--- src/rtl/core_control.sv ---
// Multi-cycle control sequencer: fetch/decode/execute/memory/writeback with a memory wait timeout.
// Strobes decode from the current state plus same-cycle mem_ready/branch_taken; rst forces them low at once.
module core_control #(
  parameter int MaxWait = 255
) (
  input  logic        clk,
  input  logic        rst,
  input  logic [31:0] instr,
  input  logic        mem_ready,
  input  logic        branch_taken,
  output logic        mem_req,
  output logic        mem_we,
  output logic        mem_addr_sel,
  output logic        ir_we,
  output logic        pc_we,
  output logic [1:0]  pc_sel,
  output logic [1:0]  alu_a_sel,
  output logic        alu_b_sel,
  output logic        rf_we,
  output logic [1:0]  wb_sel,
  output logic        retire,
  output logic        halted,
  output logic        illegal,
  output logic        bus_error,
  output logic [2:0]  state
);
  localparam int CW = (MaxWait > 0) ? $clog2(MaxWait + 1) : 1;
  localparam logic [CW-1:0] MAX_CNT = CW'(MaxWait);

  localparam logic [6:0] OP_AUIPC  = 7'b0010111;
  localparam logic [6:0] OP_ARITHI = 7'b0010011;
  localparam logic [6:0] OP_ARITHR = 7'b0110011;
  localparam logic [6:0] OP_BRANCH = 7'b1100011;
  localparam logic [6:0] OP_JAL    = 7'b1101111;
  localparam logic [6:0] OP_JALR   = 7'b1100111;
  localparam logic [6:0] OP_LOAD   = 7'b0000011;
  localparam logic [6:0] OP_LUI    = 7'b0110111;
  localparam logic [6:0] OP_STORE  = 7'b0100011;
  localparam logic [6:0] OP_SYSTEM = 7'b1110011;

  typedef enum logic [2:0] {
    S_FETCH     = 3'd0,
    S_DECODE    = 3'd1,
    S_EXECUTE   = 3'd2,
    S_MEMORY    = 3'd3,
    S_WRITEBACK = 3'd4,
    S_HALT      = 3'd5
  } state_t;

  state_t          r_state;
  logic [CW-1:0]   r_cnt;
  logic            r_illegal;
  logic            r_bus_error;

  logic [6:0]      w_op;
  logic            w_legal;
  logic [1:0]      w_a_sel;
  logic            w_b_sel;
  logic            w_timeout;
  logic            w_unused;

  assign w_op      = instr[6:0];
  assign w_unused  = ^instr[31:12];
  assign w_timeout = (MaxWait > 0) && (r_cnt == MAX_CNT) && !mem_ready;

  always_comb begin
    w_legal = 1'b1;
    w_a_sel = 2'd0;
    w_b_sel = 1'b0;
    case (w_op)
      OP_ARITHR, OP_SYSTEM: w_b_sel = 1'b0;
      OP_ARITHI, OP_LOAD, OP_STORE, OP_JALR: w_b_sel = 1'b1;
      OP_LUI: begin
        w_a_sel = 2'd2;
        w_b_sel = 1'b1;
      end
      OP_AUIPC, OP_JAL, OP_BRANCH: begin
        w_a_sel = 2'd1;
        w_b_sel = 1'b1;
      end
      default: w_legal = 1'b0;
    endcase
  end

  // Wait counter only ever moves in FETCH/MEMORY; every transition below clears it.
  always_ff @(posedge clk or posedge rst) begin
    if (rst) begin
      r_state     <= S_FETCH;
      r_cnt       <= '0;
      r_illegal   <= 1'b0;
      r_bus_error <= 1'b0;
    end else begin
      case (r_state)
        S_FETCH, S_MEMORY: begin
          if (mem_ready) begin
            r_cnt <= '0;
            if (r_state == S_FETCH)  r_state <= S_DECODE;
            else if (w_op == OP_STORE) r_state <= S_FETCH;
            else                     r_state <= S_WRITEBACK;
          end else if (w_timeout) begin
            r_cnt       <= '0;
            r_state     <= S_HALT;
            r_bus_error <= 1'b1;
          end else begin
            r_cnt <= r_cnt + CW'(1);
          end
        end
        S_DECODE: begin
          r_cnt <= '0;
          if (!w_legal) begin
            r_state   <= S_HALT;
            r_illegal <= 1'b1;
          end else if (w_op == OP_SYSTEM) begin
            r_state <= S_HALT;
          end else begin
            r_state <= S_EXECUTE;
          end
        end
        S_EXECUTE: begin
          r_cnt <= '0;
          if (w_op == OP_BRANCH)                         r_state <= S_FETCH;
          else if (w_op == OP_LOAD || w_op == OP_STORE)  r_state <= S_MEMORY;
          else                                           r_state <= S_WRITEBACK;
        end
        S_WRITEBACK: begin
          r_cnt   <= '0;
          r_state <= S_FETCH;
        end
        S_HALT: r_cnt <= '0;
        default: begin
          r_cnt   <= '0;
          r_state <= S_HALT;
        end
      endcase
    end
  end

  always_comb begin
    mem_req      = 1'b0;
    mem_we       = 1'b0;
    mem_addr_sel = 1'b0;
    ir_we        = 1'b0;
    pc_we        = 1'b0;
    pc_sel       = 2'd0;
    alu_a_sel    = 2'd0;
    alu_b_sel    = 1'b0;
    rf_we        = 1'b0;
    wb_sel       = 2'd0;
    retire       = 1'b0;
    if (!rst) begin
      case (r_state)
        S_FETCH: begin
          mem_req = 1'b1;
          ir_we   = mem_ready;
        end
        S_EXECUTE: begin
          alu_a_sel = w_a_sel;
          alu_b_sel = w_b_sel;
          if (w_op == OP_BRANCH) begin
            pc_we  = 1'b1;
            pc_sel = branch_taken ? 2'd1 : 2'd0;
            retire = 1'b1;
          end
        end
        S_MEMORY: begin
          mem_req      = 1'b1;
          mem_addr_sel = 1'b1;
          mem_we       = (w_op == OP_STORE);
          alu_a_sel    = w_a_sel;
          alu_b_sel    = w_b_sel;
          if (mem_ready && w_op == OP_STORE) begin
            pc_we  = 1'b1;
            retire = 1'b1;
          end
        end
        S_WRITEBACK: begin
          alu_a_sel = w_a_sel;
          alu_b_sel = w_b_sel;
          rf_we     = |instr[11:7];
          pc_we     = 1'b1;
          retire    = 1'b1;
          if (w_op == OP_LOAD)                        wb_sel = 2'd1;
          else if (w_op == OP_JAL || w_op == OP_JALR) wb_sel = 2'd2;
          if (w_op == OP_JAL)       pc_sel = 2'd1;
          else if (w_op == OP_JALR) pc_sel = 2'd2;
        end
        default: ;
      endcase
    end
  end

  assign halted    = (r_state == S_HALT);
  assign illegal   = r_illegal;
  assign bus_error = r_bus_error;
  assign state     = r_state;

endmodule

--- config.mk ---
export PLATFORM = sky130hd
export DESIGN_NAME = core_control
export DESIGN_NICKNAME = d
export VERILOG_FILES = /design/src/rtl/core_control.sv
export SDC_FILE = /design/constraint.sdc
export NUM_CORES = 1
export LEC_CHECK = 0
export BUFFER_PORTS_ARGS = -buffer_cell sky130_fd_sc_hd__clkbuf_2
export CORE_UTILIZATION = 39
export DETAILED_ROUTE_END_ITERATION = 8
export PLACE_DENSITY = 0.81
export SETUP_SLACK_MARGIN = 0.15
export SLEW_MARGIN = 10
export SYNTH_ARGS = -nofsm -noshare
export SYNTH_HDL_FRONTEND = slang
export SYNTH_SLANG_ARGS = --single-unit
--- constraint.sdc ---
create_clock -name clk -period 1.5 [get_ports clk]
set_input_delay 0.3 -clock clk [delete_from_list [all_inputs] [get_ports clk]]
set_output_delay 0.3 -clock clk [all_outputs]
set_load 0.05 [all_outputs]
==> reports/results.txt <==
Total track usage: 0.454
Grt ovf: 0
Setup Crit Path Kind: flip-flop to output pin
Tmin final: 2150 ps
IO buf count: 35
Die extent in y: 52.3 um
Max Fclk: 0.465 GHz
Non-filler cells, final: 236
Area of the die: 2740 um^2
H-Tree Level Count: 1
Hold Vio Cnt, Final: 0
Via count: 1,701
Clock Latency Late Sink: 310 ps
RSZ-0062 raised after global routing: yes
Fillers: 42
Compound-Gate Fraction of Synth Area: 0.142
FP Rows: 17
Pre-antenna DRT Iters: 5
Mapped Cells: 127
Simple logic cell fraction of the synthesized area: 0.422
Die Width: 52.3 um
Worst hold path type: input pin to async pin
Cts hold-fix bufs: 0
Hold_ws: 205 ps
Post-synthesis sequential area ratio: 0.330
Mapped Avg Cell Area: 7.77 um^2
Violated checks: negative setup slack
Post-Syn Area: 987 um^2
Critical-path maximum fanout: 3
Post-synthesis adder-cell area fraction: 0.0127
I/O pins: 56
Mapped Nets: 164
Mux cell area share after synthesis: 0
Leakage: 0.000980 uW
CTS Root Buffer Type: clkbuf_4
TritonCTS Buffers: 3
Tot Pwr: 1410 uW
Largest family of logic cells by synthesized area: simple AND/OR/NAND/NOR gates
Reg2reg end: state[0]$_DFFE_PP0P_
GP Congestion: 0.854
CTS Sinks: 13
HPWL Detailed: 2500 um
First-pass GRT wire length: 8430 um
Worst r2r path cells: 8
Area Overhead vs Synth: 125%
Ys async rst share: 1.00
Total core area: 2300 um^2
Post-synth cell types: 37
Fin crit share: 1.43
Reg2reg setup slack: -470 ps
Multi-input gate area: 968 um^2
Peak supply drop: 0.832 mV
Top_reg_cell synth: dfrtp_1
CP Data Arrival Time: 1850 ps
Starting Density: 0.430
Placed cell count: 217
CTS tree: yes
Most frequent cells in the layout: 28 x buf_4, 17 x clkbuf_2, 17 x buf_6
DRT antenna net count: 0
Most common cell after layout, fill and taps aside: buf_4
DRC: 0
#FFs+latches synth: 13
Via density: 7.21
Initial drt markers: 166
Drt wl/cell: 30.4 um
Worst setup EP type: output pin
P per Cell Area: 635 nW/um^2
Max Transition Viols Final: 0
Synth warn: 0
Final setup viols: 30
R2R Path Start: state[1]$_DFFE_PP0P_
Largest net degree at the start of global routing: 14
Clock Pin Slew Worst Setup and Hold Paths: 90 ps
Status: finished with violations
Slew @ Worst Pin: 415 ps
Worst setup SP type: flip-flop
Placed cell areas: 1620 um^2
Initial antenna violation count: 0
Req. time, crit path: 1200 ps
Final wirelength: 7170 um
Fin worst setup slack: -649 ps
Vias in the first global route: 1,466
XOR/XNOR Fraction of Synth Area: 0.0532
Diode count: 0
Relative slew slack: 0.721
Register Area: 329 um^2
Clock buffer depth: 2
EDFF count, synth: 0
Max-cap viol count: 0
Clock Skew: 13.2 ps
Final #Nets: 246
Final instance area: 2220 um^2
Share of post-route cells with drive strength above 1: 0.673
Fin util: 0.968
-- registers in the layout, indices dropped and copies added (netlist names) --
register   cells
r_cnt          8
bus_error      1
illegal        1
state          3
-- critical path, cell delays in order, from the launching register on --
cell     delay [ps]
dfrtp_2         470
buf_4           170
buf_6           120
nor2_4          150
nand3_4         120
buf_6           160
nor3_4          170
buf_8           180
-- synthesized netlist by cell type, drive strengths merged, types with 3 or more instances --
cell type  instances  share of area
nor2              21          0.080
nor3               8          0.041
nor2b              4          0.025
a21oi              5          0.025
xor2               4          0.035
nand2             14          0.053
dfrtp             13           0.33
buf                4          0.029
nand3              7          0.035
or3                5          0.037
nand2b             3          0.019
o21ai              8          0.041
-- how the worst max path moves through the flow --
stage                                    start        end  slack [ps]  depth (start not counted)
after global placement                instr[5]     retire        -310                          7
final                     state[1]$_DFFE_PP0P_  wb_sel[1]        -650                          7
after floorplan           state[1]$_DFFE_PP0P_     retire        -530                          6
after detailed placement              instr[5]      pc_we        -420                          7
after CTS                 state[1]$_DFFE_PP0P_  pc_sel[0]        -440                          5
after global routing      state[1]$_DFFE_PP0P_  wb_sel[1]        -700                          7
-- layer usage --
layer	GRT usage	vias to the layer above	share of wire
met5	0	-	0
met4	0.232	0	0.11
met3	0.101	101	0.17
met2	0.753	235	0.40
met1	0.543	755	0.31
li1	-	610	-
-- through the flow --
| step | setup TNS, ps | setup slack [ps] |
|---|---|---|
| 6_report | -11900 | -649 |
| 3_3_place_gp | -2570 | -312 |
| 2_1_floorplan | -4770 | -532 |
| 5_1_grt | -12230 | -699 |
| 3_5_place_dp | -3110 | -418 |
| 4_1_cts | -5450 | -436 |
-- cells by family after synthesis --
group	count (synthesis)
AOI/OAI and AO/OA	22
xor gates and xnor gates	6
DFF	13
adders and majority gates	1
buffers and inverters	7
and+or+nand+nor	78
-- layout make-up --
class / instances / area share
multi-input cells: 107 / 0.435
repair buffers: 82 / 0.386
flip-flops and latches: 13 / 0.148
well taps: 28 / 0.0157
clock buffers: 4 / 0.0118
inverters: 2 / 0.00337
-- where the power goes --
group	switching [uW]	internal, uW	leakage [uW]
logic	412	360	0.000800
registers	29.2	364	0.000164
clock network	144	104	0.0000150
-- repair_timing --
action	CTS	global route
endpoints found under the setup margin	28	31
setup buffers	6	9
pin swaps	9	8
gates resized for setup	69	31
(Power assumes the default switching activity.)
